--- src/rtl/qspi_flash_sequencer_if.sv ---
// Signal bundle between a flash requester, the command sequencer and the qspi_fsm engine.
// The slave modport is the sequencer; the master modport is the requester plus qspi_fsm side.
interface qspi_flash_sequencer_if;
    logic        req_valid;
    logic        req_ready;
    logic [1:0]  req_op;
    logic [31:0] req_addr;
    logic [31:0] req_len;
    logic        resp_valid;
    logic        resp_err;
    logic [15:0] resp_polls;
    logic        busy;
    logic        fsm_start;
    logic        fsm_done;
    logic [7:0]  fsm_cmd_opcode;
    logic [31:0] fsm_addr;
    logic [1:0]  fsm_addr_bytes_sel;
    logic [31:0] fsm_len_bytes;
    logic        fsm_dir;
    logic [3:0]  fsm_dummy_cycles;
    logic [31:0] fsm_rx_data;
    logic        fsm_rx_wen;

    modport slave (
        input  req_valid, req_op, req_addr, req_len, fsm_done, fsm_rx_data, fsm_rx_wen,
        output req_ready, resp_valid, resp_err, resp_polls, busy, fsm_start,
               fsm_cmd_opcode, fsm_addr, fsm_addr_bytes_sel, fsm_len_bytes, fsm_dir, fsm_dummy_cycles
    );

    modport master (
        output req_valid, req_op, req_addr, req_len, fsm_done, fsm_rx_data, fsm_rx_wen,
        input  req_ready, resp_valid, resp_err, resp_polls, busy, fsm_start,
               fsm_cmd_opcode, fsm_addr, fsm_addr_bytes_sel, fsm_len_bytes, fsm_dir, fsm_dummy_cycles
    );
endinterface

--- src/rtl/qspi_flash_sequencer.sv ---
// Flash command sequencer: expands one request into WREN, the operation, then RDSR polls
// until write-in-progress clears or the poll limit is reached, and reports one response.
module qspi_flash_sequencer #(
    parameter logic [15:0] POLL_LIMIT = 16'd1000,
    parameter logic [7:0]  POLL_GAP   = 8'd4,
    parameter int unsigned WIP_BIT    = 0
) (
    input logic                   clk,
    input logic                   rst,
    qspi_flash_sequencer_if.slave bus
);
    localparam logic [2:0] WIP_IDX = 3'(WIP_BIT);

    typedef enum logic [3:0] {
        IDLE, WREN_GO, WREN_WAIT, OP_GO, OP_WAIT, GAP, POLL_GO, POLL_WAIT, CHECK, RESP
    } state_t;

    state_t      state;
    state_t      state_next;
    logic [1:0]  op_q;
    logic [31:0] addr_q;
    logic [31:0] len_q;
    logic [15:0] poll_cnt;
    logic [7:0]  gap_cnt;
    logic [7:0]  status_q;
    logic        err_q;
    logic [7:0]  opcode_q;
    logic [31:0] cfg_addr_q;
    logic [1:0]  cfg_sel_q;
    logic [31:0] cfg_len_q;
    logic        cfg_dir_q;
    logic        accept;
    logic        gap_done;
    logic        wip;
    logic        unused_rx_hi;

    assign accept       = (state == IDLE) && bus.req_valid;
    // A zero gap still spends one cycle in GAP
    assign gap_done     = ({1'b0, gap_cnt} + 9'd1) >= {1'b0, POLL_GAP};
    assign wip          = status_q[WIP_IDX];
    assign unused_rx_hi = ^bus.fsm_rx_data[31:8];

    always_ff @(posedge clk) begin
        if (rst) begin
            state <= IDLE;
        end else begin
            state <= state_next;
        end
    end

    always_comb begin
        state_next = state;
        case (state)
            IDLE:      if (bus.req_valid) state_next = WREN_GO;
            WREN_GO:   state_next = WREN_WAIT;
            WREN_WAIT: if (bus.fsm_done) state_next = OP_GO;
            OP_GO:     state_next = OP_WAIT;
            OP_WAIT:   if (bus.fsm_done) state_next = GAP;
            GAP:       if (gap_done) state_next = POLL_GO;
            POLL_GO:   state_next = POLL_WAIT;
            POLL_WAIT: if (bus.fsm_done) state_next = CHECK;
            CHECK: begin
                if (!wip || (poll_cnt == POLL_LIMIT)) begin
                    state_next = RESP;
                end else begin
                    state_next = GAP;
                end
            end
            RESP:      state_next = IDLE;
            default:   state_next = IDLE;
        endcase
    end

    always_ff @(posedge clk) begin
        if (rst) begin
            op_q       <= 2'd0;
            addr_q     <= 32'd0;
            len_q      <= 32'd0;
            poll_cnt   <= 16'd0;
            gap_cnt    <= 8'd0;
            status_q   <= 8'd0;
            err_q      <= 1'b0;
            opcode_q   <= 8'd0;
            cfg_addr_q <= 32'd0;
            cfg_sel_q  <= 2'd0;
            cfg_len_q  <= 32'd0;
            cfg_dir_q  <= 1'b0;
        end else begin
            if (accept) begin
                op_q     <= bus.req_op;
                addr_q   <= bus.req_addr;
                len_q    <= bus.req_len;
                poll_cnt <= 16'd0;
                err_q    <= 1'b0;
            end
            gap_cnt <= (state == GAP) ? gap_cnt + 8'd1 : 8'd0;
            // Preset to busy so a poll that never delivers a status byte is retried
            if (state == POLL_GO) begin
                status_q <= 8'hFF;
                if (poll_cnt != 16'hFFFF) poll_cnt <= poll_cnt + 16'd1;
            end else if ((state == POLL_WAIT) && bus.fsm_rx_wen) begin
                status_q <= bus.fsm_rx_data[7:0];
            end
            if (state == CHECK) err_q <= wip;
            // Transaction config is loaded on entry to a GO state and held through its WAIT
            case (state_next)
                WREN_GO: begin
                    opcode_q   <= 8'h06;
                    cfg_addr_q <= 32'd0;
                    cfg_sel_q  <= 2'b00;
                    cfg_len_q  <= 32'd0;
                    cfg_dir_q  <= 1'b0;
                end
                OP_GO: begin
                    cfg_dir_q <= 1'b0;
                    case (op_q)
                        2'b00: begin
                            opcode_q   <= 8'h02;
                            cfg_addr_q <= addr_q;
                            cfg_sel_q  <= 2'b01;
                            cfg_len_q  <= len_q;
                        end
                        2'b01: begin
                            opcode_q   <= 8'h20;
                            cfg_addr_q <= addr_q;
                            cfg_sel_q  <= 2'b01;
                            cfg_len_q  <= 32'd0;
                        end
                        2'b10: begin
                            opcode_q   <= 8'hC7;
                            cfg_addr_q <= 32'd0;
                            cfg_sel_q  <= 2'b00;
                            cfg_len_q  <= 32'd0;
                        end
                        default: begin
                            opcode_q   <= 8'h01;
                            cfg_addr_q <= 32'd0;
                            cfg_sel_q  <= 2'b00;
                            cfg_len_q  <= len_q;
                        end
                    endcase
                end
                POLL_GO: begin
                    opcode_q   <= 8'h05;
                    cfg_addr_q <= 32'd0;
                    cfg_sel_q  <= 2'b00;
                    cfg_len_q  <= 32'd1;
                    cfg_dir_q  <= 1'b1;
                end
                default: ;
            endcase
        end
    end

    always_comb begin
        bus.req_ready  = (state == IDLE);
        bus.busy       = (state != IDLE);
        bus.fsm_start  = (state == WREN_GO) || (state == OP_GO) || (state == POLL_GO);
        bus.resp_valid = (state == RESP);
        bus.resp_err   = (state == RESP) && err_q;
        bus.resp_polls = (state == RESP) ? poll_cnt : 16'd0;
    end

    assign bus.fsm_cmd_opcode     = opcode_q;
    assign bus.fsm_addr           = cfg_addr_q;
    assign bus.fsm_addr_bytes_sel = cfg_sel_q;
    assign bus.fsm_len_bytes      = cfg_len_q;
    assign bus.fsm_dir            = cfg_dir_q;
    assign bus.fsm_dummy_cycles   = 4'd0;
endmodule

--- src/flat_wrapper.sv ---
// flat-port wrapper written by rule: the top's interface ports become plain ports
module qspi_flash_sequencer_flat 
#(
    parameter logic [15:0] POLL_LIMIT = 16'd1000,
    parameter logic [7:0]  POLL_GAP   = 8'd4,
    parameter int unsigned WIP_BIT    = 0
)
  (clk, rst, bus_req_valid, bus_req_op, bus_req_addr, bus_req_len, bus_fsm_done, bus_fsm_rx_data, bus_fsm_rx_wen, bus_req_ready, bus_resp_valid, bus_resp_err, bus_resp_polls, bus_busy, bus_fsm_start, bus_fsm_cmd_opcode, bus_fsm_addr, bus_fsm_addr_bytes_sel, bus_fsm_len_bytes, bus_fsm_dir, bus_fsm_dummy_cycles);
  qspi_flash_sequencer_if bus_i ();
  input logic clk;
  input logic rst;
  input wire logic [$bits(bus_i.req_valid)-1:0] bus_req_valid;
  input wire logic [$bits(bus_i.req_op)-1:0] bus_req_op;
  input wire logic [$bits(bus_i.req_addr)-1:0] bus_req_addr;
  input wire logic [$bits(bus_i.req_len)-1:0] bus_req_len;
  input wire logic [$bits(bus_i.fsm_done)-1:0] bus_fsm_done;
  input wire logic [$bits(bus_i.fsm_rx_data)-1:0] bus_fsm_rx_data;
  input wire logic [$bits(bus_i.fsm_rx_wen)-1:0] bus_fsm_rx_wen;
  output wire logic [$bits(bus_i.req_ready)-1:0] bus_req_ready;
  output wire logic [$bits(bus_i.resp_valid)-1:0] bus_resp_valid;
  output wire logic [$bits(bus_i.resp_err)-1:0] bus_resp_err;
  output wire logic [$bits(bus_i.resp_polls)-1:0] bus_resp_polls;
  output wire logic [$bits(bus_i.busy)-1:0] bus_busy;
  output wire logic [$bits(bus_i.fsm_start)-1:0] bus_fsm_start;
  output wire logic [$bits(bus_i.fsm_cmd_opcode)-1:0] bus_fsm_cmd_opcode;
  output wire logic [$bits(bus_i.fsm_addr)-1:0] bus_fsm_addr;
  output wire logic [$bits(bus_i.fsm_addr_bytes_sel)-1:0] bus_fsm_addr_bytes_sel;
  output wire logic [$bits(bus_i.fsm_len_bytes)-1:0] bus_fsm_len_bytes;
  output wire logic [$bits(bus_i.fsm_dir)-1:0] bus_fsm_dir;
  output wire logic [$bits(bus_i.fsm_dummy_cycles)-1:0] bus_fsm_dummy_cycles;
  assign bus_i.req_valid = bus_req_valid;
  assign bus_i.req_op = bus_req_op;
  assign bus_i.req_addr = bus_req_addr;
  assign bus_i.req_len = bus_req_len;
  assign bus_i.fsm_done = bus_fsm_done;
  assign bus_i.fsm_rx_data = bus_fsm_rx_data;
  assign bus_i.fsm_rx_wen = bus_fsm_rx_wen;
  assign bus_req_ready = bus_i.req_ready;
  assign bus_resp_valid = bus_i.resp_valid;
  assign bus_resp_err = bus_i.resp_err;
  assign bus_resp_polls = bus_i.resp_polls;
  assign bus_busy = bus_i.busy;
  assign bus_fsm_start = bus_i.fsm_start;
  assign bus_fsm_cmd_opcode = bus_i.fsm_cmd_opcode;
  assign bus_fsm_addr = bus_i.fsm_addr;
  assign bus_fsm_addr_bytes_sel = bus_i.fsm_addr_bytes_sel;
  assign bus_fsm_len_bytes = bus_i.fsm_len_bytes;
  assign bus_fsm_dir = bus_i.fsm_dir;
  assign bus_fsm_dummy_cycles = bus_i.fsm_dummy_cycles;
  qspi_flash_sequencer #(.POLL_LIMIT(POLL_LIMIT), .POLL_GAP(POLL_GAP), .WIP_BIT(WIP_BIT)) u_core (.clk(clk), .rst(rst), .bus(bus_i));
endmodule
--- config.mk ---
export PLATFORM = sky130hd
export DESIGN_NAME = qspi_flash_sequencer_flat
export DESIGN_NICKNAME = d
export VERILOG_FILES = /design/src/rtl/qspi_flash_sequencer_if.sv /design/src/rtl/qspi_flash_sequencer.sv /design/src/flat_wrapper.sv
export SDC_FILE = /design/constraint.sdc
export NUM_CORES = 1
export LEC_CHECK = 0
export CORE_ASPECT_RATIO = 0.7
export CORE_UTILIZATION = 35
export CTS_BUF_LIST = sky130_fd_sc_hd__clkbuf_4 sky130_fd_sc_hd__clkbuf_8
export CTS_CLUSTER_SIZE = 40
export DETAILED_ROUTE_END_ITERATION = 7
export GPL_ROUTABILITY_DRIVEN = 1
export PLACE_DENSITY = 0.69
export SETUP_SLACK_MARGIN = 0.2
export SLEW_MARGIN = 25
export SYNTH_ARGS = -nofsm -noshare
export SYNTH_HDL_FRONTEND = slang
export SYNTH_SLANG_ARGS = --single-unit
--- constraint.sdc ---
create_clock -name clk -period 4.95 [get_ports clk]
set_input_delay 0.99 -clock clk [delete_from_list [all_inputs] [get_ports clk]]
set_output_delay 0.99 -clock clk [all_outputs]
set_load 0.03 [all_outputs]
# Yosys cells after proc, flatten, opt, wreduce, memory -nomap -nowiden

Cells that the tools add are included.

Output and inout bits: 100
Bits in registers: 171

Bitwise operators: 1
Magnitude comparators: 1
$add $sub $neg: 3
Multiplexer cells: 24
Equal/unequal tests: 16
Reductions and logical operators: 20

Operators by type and width:

| cell                    | number |
|---|---|
| $pmux W32 S3            | 1 |
| $mux W16                | 4 |
| $mux W32                | 2 |
| $pmux W32 S2            | 1 |
| $pmux W8 S3             | 2 |
| $pmux W4 S9             | 1 |
| $mux W4                 | 6 |
| $eq A4 B3 Y1 const B    | 5 |
| $add A16 B1 Y16 const B | 1 |
| $eq A16 B10 Y1 const B  | 1 |
| $ne A16 B16 Y1 const B  | 1 |
| $eq A4 B2 Y1 const B    | 3 |
| $reduce_or A2 Y1        | 5 |
| $add A8 B1 Y9 const B   | 1 |
| $ge A9 B3 Y1 const B    | 1 |
| $add A8 B1 Y8 const B   | 1 |
| $eq A4 B1 Y1 const B    | 2 |
| $eq A4 B4 Y1 const B    | 2 |
| $reduce_bool A2 Y1      | 4 |
| $mux W1                 | 5 |
| $logic_not A4 Y1        | 1 |
| $pmux W2 S2             | 1 |
| $reduce_bool A4 Y1      | 1 |
| $logic_and A1 B1 Y1     | 3 |
| other kinds (8)         | 10 |

# Depth between registers and ports, before layout

Gate-level depths: netlist of the first run.

Word-level depth: 7
Mapped depth: 8

# Worst setup path after synthesis of the first run

No wires, ideal clock.

Kind: reg-to-output
Start: register u_core.state[2]
End: output port bus_resp_polls[10]
Path buffers: 2
Cell stages (with the launch flop): 7
Path slack: 2214 ps
Data arrival time: 1746 ps
Cells stage by stage: dfxtp_1 > clkbuf_1 > nor2_1 > nand2_1 > nor2_1 > clkbuf_1 > and2_1

Word-level cells in the longest chain between the ends: 2

RTL lines:

| what                     | RTL line                    | text |
|---|---|---|
| start: declaration       | qspi_flash_sequencer.sv:18  | `state_t state;` |
| start signal: assignment | qspi_flash_sequencer.sv:47  | `state <= state_next;` |
| $eq A4 B4 Y1             | --                          |  |
| net bus_resp_valid       | flat_wrapper.sv:20          | `output wire logic [$bits(bus_i.resp_valid)-1:0] bus_resp_valid;` |
| $mux W16                 | qspi_flash_sequencer.sv:161 | `bus.resp_polls = (state == RESP) ? poll_cnt : 16'd0;` |
| end: declaration         | flat_wrapper.sv:22          | `output wire logic [$bits(bus_i.resp_polls)-1:0] bus_resp_polls;` |

The timed path passes the listed nets, and every way through them passes these cells.

# Worst setup path after layout of the first run

Start: register u_core.state[1]
End: output port bus_resp_polls[6]

Word-level cells in the longest chain between the ends: 2

RTL lines:

| what         | RTL line |
|---|---|
| $eq A4 B4 Y1 | qspi_flash_sequencer.sv:161 |
| $mux W16     | qspi_flash_sequencer.sv:161 |

No other way between the ends.

==> results.ini, run 1 <==
[drt]
total_vias_in_the_final_route = 6756
detailedRoute.firstIterationViolations = 491
dr.pass1.iters = 5
wirelength_mm = 20.3
route.detailed.vias_per_inst = 5.30
drc = 0
route.detailed.wl_per_inst_um = 16.0
route.antenna.remaining_nets = 0

[logic_synthesis]
synth.avg_cell_area_um2 = 8.43
yosys.area.top_type = dfxtp_1
synthArstFlopShare_pct = 0
synth_cells = 872
synth-seq-area-share_pct = 45.5
number_of_flops_mapped_to_enable_cells_by_yosys = 0
synth-seq-cells = 167
synthesis.yosys.warnings = 0
yosysUniqueCellTypes = 60
mappedNetlistArea_um2 = 7350
synthFlopType = dfxtp_1
synthDominantCellAreaShare_pct = 45.5
synth.area.top_cells = dfxtp_1 46%, nand2_1 11%, a32oi_1 8.0%

[worst_setup_path]
worst_ep_required_time_ps = 3960
worst_r2r_endpoint = u_core.bus.fsm_addr[5]
worstReg2RegStart = u_core.state[1]
worstRegToRegCells = 5
setup.worst_path.end_class = output pin
worstPathArrival_ps = 2850
crit_path_start_kind = flip-flop
timing.reg2reg.setup_slack_ps = 2190
crit_path_max_fanout = 19
timing_worst_setup_path_type = reg -> out

[die]
initial_core_util_pct = 36.4
fp.dieArea_um2 = 21600
dieHeight_um = 123
ioPinCount = 203
coreArea_um2 = 20200
die_x_um = 175
row_cnt = 43

[clocking]
post_cts_buffers = 0
holdBufCountCts = 0
cts-htree-levels = 4
tritoncts = built
clock_sink_count = 167
cts_resized = 0
insertion_delay_ps = 450
root_buffer = clkbuf_8
clk_pin_slew_worst_paths_ps = 90
cts_buffers = 17
cts_buffer_depth = 2

[job]
max_cap_violations = 0

[place]
placement.io_buffers = 164
gp_congestion = 0.840
dpl.hpwl_mm = 12.6
numPlacedInstances = 1242
placement.cell_area_um2 = 9000

[power_and_ir_drop]
switching_share_pct = 29.1
seq_power_share_pct = 49.2
combPwrFrac_pct = 14.6
total_switching_power_w = 0.000853
pwr-share-clk_pct = 36.1
intPower_w = 0.00208
power_leakage_nw = 3.17
vdd_drop_max_v = 0.000131
p_per_area_nw_per_um2 = 311

[timing]
timing_max_transition_violations_final = 0
finalWorstPathRequiredPeriod_ps = 3840
clock-skew-final_ps = 19.9
finalHoldViolCount = 0
finalSetupViolCount = 0
totalNegativeSetupSlack_ps = 0
worst-slew-pin-transition_ps = 1040
timing.slew.headroom_pct = 30.8
timing.final.crit_share_pct = 77.5
highest_clock_rate_mhz = 261
grt_setup_unrepaired = no

[grt]
grt_antenna_before_repair = 2
grt_remaining_overflow = 0
grt_pass1_vias = 6194
largest_net_degree_at_the_start_of_global_routing = 89
first_pass_grt_wire_length_mm = 32.1
grt_use_total_pct = 18.7

[min_path]
hold_path_startpoint = u_core.addr_q[19]
worst_hold_path.num_cells = 2
min_delay_worst_endpoint = u_core.addr_q[19]
holdCritPathClass = reg -> reg

[finish]
finalNonFillerCells = 1275
total_nets_final = 1102
final_area_um2 = 9430
area_growth_pct = 28.3
final_layout_size_suffix_gt1_share_pct = 9.56

[status]
outcome = completed

[cell usage in the layout, fill, tap and decap left out, types with 6 or more instances in the layout]
| cell type | Yosys | layout |
|---|---|---|
| a21oi_1 | 83 | 83 |
| a32oi_1 | 67 | 67 |
| and2_1 | 19 | 19 |
| buf_4 | 10 | 9 |
| clkbuf_8 | 0 | 18 |
| clkdlybuf4s50_1 | 0 | 163 |
| conb_1 | 1 | 7 |
| dfxtp_1 | 167 | 167 |
| ha_1 | 8 | 8 |
| inv_1 | 10 | 10 |
| nand2_1 | 219 | 219 |
| nand3_1 | 8 | 8 |
| nand4_1 | 8 | 8 |
| nor2_1 | 28 | 26 |
| nor3_1 | 11 | 11 |
| o21ai_0 | 39 | 39 |
| o21ai_2 | 39 | 39 |
| xnor2_1 | 6 | 6 |
| xor2_1 | 6 | 6 |
[stage by stage]
step / worst slack (ps) / power [W] / hold slack [ps] / util [%]
after floorplan: 2210 / 0.00177 / 432 / -
after global placement: 1460 / 0.00190 / 443 / 44.6
after detailed placement: 1380 / 0.00191 / 446 / 44.6
after CTS: 1060 / 0.00297 / 460 / 46.7
after global routing: 844 / 0.00307 / 474 / 46.7
final: 1110 / 0.00293 / 456 / 46.7
[worst max-delay path by stage]
stage / cells past startpoint / to / start / slack [ps]
finish: 5 / bus_resp_polls[6] / u_core.state[1] / 1110
floorplan: 6 / bus_resp_polls[10] / u_core.state[2] / 2210
CTS: 5 / bus_resp_polls[6] / u_core.state[1] / 1060
global placement: 6 / u_core.bus.fsm_addr[12] / bus_fsm_done / 1460
global route: 5 / bus_resp_polls[6] / u_core.state[1] / 840
detailed placement: 6 / u_core.bus.fsm_addr[5] / bus_fsm_done / 1380
[state kept, by name (all words and copies together), names as in the netlist, 2 cells and up]
name / count
u_core.gap_cnt: 8
u_core.state: 4
u_core.op_q: 2
u_core.bus.fsm_addr: 32
u_core.addr_q: 32
u_core.bus.fsm_len_bytes: 32
u_core.len_q: 32
u_core.poll_cnt: 16
u_core.bus.fsm_cmd_opcode: 5
[area by class of cell]
| cell class | instances | area, um^2 |
|---|---|---|
| clock inverter | 12 | 164 |
| sequential | 167 | 3340 |
| clock buffer | 20 | 263 |
| timing repair buffer | 172 | 1700 |
| fill | 1993 | 10700 |
| tap | 270 | 338 |
| antenna | 1 | 2.50 |
| multi-input combinational | 622 | 3580 |
| inverter | 11 | 43.8 |
[worst max-delay path, cell delays in order, from the launching register on]
cell	delay, ps
dfxtp_1	520
nor2_1	210
nand2_1	140
nor2_1	620
and2_1	230
clkdlybuf4s50_1	670
[cells in the mapped netlist (all sizes together), types with 2 or more instances]
cell / n
nand2b: 2
o31ai: 3
buf: 35
o32ai: 2
or3: 2
xnor2: 6
xor2: 6
nand2: 219
and2: 19
a22oi: 2
a31oi: 3
o22ai: 5
nor2b: 2
o21ai: 82
nor3: 11
and3: 7
or4b: 2
or2: 2
inv: 11
nand4: 10
nand3: 9
nor4: 2
a21oi: 83
o21a: 2
a32oi: 67
and4b: 2
dfxtp: 167
clkbuf: 43
a311oi: 3
nor2: 28
and4: 4
ha: 8
nor3b: 4
o211ai: 5
[power groups by stage]
stage / registers, W / logic, W / clock network, W
4_1_cts: 0.00144 / 0.000434 / 0.00109
5_1_grt: 0.00145 / 0.000469 / 0.00115
6_report: 0.00144 / 0.000430 / 0.00106
3_3_place_gp: 0.00147 / 0.000428 / 0
3_5_place_dp: 0.00147 / 0.000433 / 0
2_1_floorplan: 0.00148 / 0.000283 / 0
[metal layers]
layer  global-route usage (%)  vias up  wire length (um)
li1                         -     3326                 -
met3                     4.95       13              1420
met5                        0        -                13
met1                     25.1     3230              9690
met2                     29.4      185              9090
met4                     5.65        2               129
[cell families after synthesis]
family | after synthesis | share of synthesized area (%)
buf+inv | 89 | 6.54
other cells | 1 | 0.0510
mux | 2 | 0.290
fa+ha+maj | 8 | 1.36
xor+xnor | 12 | 1.43
simple gates | 331 | 20.5
compound gates | 262 | 24.3
flops | 167 | 45.5
Note: power is estimated with default switching activity, not from simulation.
==> inputs of run 2 (changes only) <==
Clock period 4.95 ns to 3.8 ns, I/O delays scaled along.
==> run 2 against run 1 <==
Against the previous run:
- clock power up 15%
- sequential power up 31%
- non-clock buffer count up 8
- power up 25%
- cell count grew 0.55%
- register-to-register slack worse by 1200 ps
- critical path type unchanged
- critical endpoint is now bus_resp_polls[9]
- largest cell class unchanged
==> results.ini, run 2 (synthesized netlist as in run 1, its figures left out) <==
[power_and_ir_drop]
p_per_area_nw_per_um2 = 389  ; +25%
power_leakage_nw = 3.20  ; +1.1%
vdd_drop_max_v = 0.000214  ; +63%

[clocking]
cts_buffer_depth = 2  ; unchanged
clk_pin_slew_worst_paths_ps = 90  ; about the same
cts_buffers = 17  ; unchanged
post_cts_buffers = 0  ; unchanged
tritoncts = built
holdBufCountCts = 0  ; unchanged
cts-htree-levels = 4  ; unchanged
root_buffer = clkbuf_8
cts_resized = 0  ; unchanged
clock_sink_count = 167  ; unchanged
insertion_delay_ps = 450  ; about the same

[worst_setup_path]
worstPathArrival_ps = 2490  ; -360 ps
worst_ep_required_time_ps = 3040  ; -920 ps
crit_path_max_fanout = 19  ; unchanged
timing_worst_setup_path_type = reg -> out
setup.worst_path.end_class = output pin
crit_path_start_kind = flip-flop

[place]
placement.io_buffers = 164  ; unchanged
numPlacedInstances = 1250  ; +0.64%
gp_congestion = 0.831  ; -1.1%
dpl.hpwl_mm = 12.9  ; +2.3%

[timing]
grt_setup_unrepaired = no
worst-slew-pin-transition_ps = 891  ; -146 ps
finalSetupViolCount = 0  ; unchanged
totalNegativeSetupSlack_ps = 0  ; unchanged
timing_max_transition_violations_final = 0  ; unchanged
timing.slew.headroom_pct = 40.6  ; +9.7 points
clock-skew-final_ps = 12.8  ; -7.11 ps
highest_clock_rate_mhz = 308
finalWorstPathRequiredPeriod_ps = 3250
timing.final.crit_share_pct = 85.4
finalHoldViolCount = 0  ; unchanged

[grt]
largest_net_degree_at_the_start_of_global_routing = 89  ; unchanged
grt_pass1_vias = 6133  ; -0.98%
grt_use_total_pct = 18.7  ; +0.037 points
grt_antenna_before_repair = 0  ; -2
top_usage_layer = met2
grt_util_met3_pct = 6.00  ; +1.0 points
grt.met2_usage_pct = 28.8  ; -0.62 points
first_pass_grt_wire_length_mm = 31.9  ; -0.65%
gr-usage-met1_pct = 25.7  ; +0.58 points
grt_remaining_overflow = 0  ; unchanged

[status]
outcome = completed

[die]
die_x_um = 175  ; unchanged
row_cnt = 43  ; unchanged
ioPinCount = 203  ; unchanged
fp.dieArea_um2 = 21600  ; unchanged
initial_core_util_pct = 36.4  ; unchanged
dieHeight_um = 123  ; unchanged
coreArea_um2 = 20200  ; unchanged

[drt]
dr.pass1.iters = 7  ; +2
total_vias_in_the_final_route = 6726  ; -0.44%
route.detailed.wl_per_inst_um = 15.8  ; -0.89%
detailedRoute.firstIterationViolations = 463  ; -5.7%
route.antenna.remaining_nets = 0  ; unchanged
route.detailed.vias_per_inst = 5.25  ; -0.99%
wirelength_mm = 20.3  ; -0.35%
drc = 0  ; unchanged

[finish]
layout.cells.most_common = nand2_1
layout.cells.most_common_list = 219 x nand2_1, 167 x dfxtp_1, 163 x clkdlybuf4s50_1
nFillCells = 1991  ; -0.10%
finalNonFillerCells = 1282  ; +0.55%
final_layout_size_suffix_gt1_share_pct = 10.3  ; +0.71 points
area_growth_pct = 28.7
antenna_cells_inserted = 0  ; -1
total_nets_final = 1110  ; +0.73%

[min_path]
holdCritPathClass = reg -> reg

[job]
max_cap_violations = 0  ; unchanged

==> run 2: cell types whose count changed in the layout (fill, tap and decap cells not counted), moves of 2 or more <==
cell	previous run	this run
clkinvlp_4	4	2
buf_12	0	2
buf_4	9	14
clkinv_2	0	5
bufinv_16	3	1
clkbuf_4	2	0
==> run 2: report_power, final <==
group	internal, W	switching (W)
registers	0.00183	0.0000536
clock network	0.000541	0.000681
logic	0.000206	0.000372
total	0.00257	0.00111
==> run 2: through the flow <==
| step | utilization (%) | setup WS, ps | cell area (um^2) | power (W) | hold slack (ps) |
|---|---|---|---|---|---|
| after floorplan | - | 1290 | 7370 | 0.00230 | 432 |
| after global placement | 45.0 | 607 | 9080 | 0.00249 | 444 |
| after detailed placement | 45.0 | 490 | 9080 | 0.00250 | 446 |
| after CTS | 46.9 | 526 | 9460 | 0.00373 | 459 |
| after global routing | 46.9 | 407 | 9460 | 0.00386 | 477 |
| final | 46.9 | 555 | 9460 | 0.00368 | 458 |
==> run 2: layer usage <==
layer  vias to the layer above  wire (um)  part of all wire [%]
li1                       3341          -                     -
met1                      3164       9830                    48
met2                       211       8910                    44
met3                        10       1440                   7.1
met4                         0         99                  0.49
met5                         -          0                     0
==> run 2: worst paths after layout <==
kind | slack, ps | cells after the start | start | end
setup / recovery | 550 | 6 | u_core.state[1] | bus_resp_polls[9]
hold reg to reg | 460 | 2 | u_core.addr_q[20] | u_core.addr_q[20]
hold / removal | 460 | 2 | u_core.addr_q[20] | u_core.addr_q[20]
setup reg to reg | 1000 | 5 | u_core.state[1] | u_core.bus.fsm_addr[11]
==> run 2: cell type report <==
class / instances / area, um^2 / share of cell area (%)
Clock inverter: 14 / 123 / 1.30
Inverter: 11 / 43.8 / 0.463
Timing Repair Buffer: 180 / 1790 / 18.9
Clock buffer: 18 / 248 / 2.62
Multi-Input combinational cell: 622 / 3580 / 37.8
Sequential cell: 167 / 3340 / 35.3
Tap cell: 270 / 338 / 3.57
==> run 2: critical path: stages (launching register included) <==
cell and delay [ps]:
dfxtp_1 710, nor2_1 140, nand2_1 180, nor2_1 60, buf_4 180, and2_1 170, clkdlybuf4s50_1 590
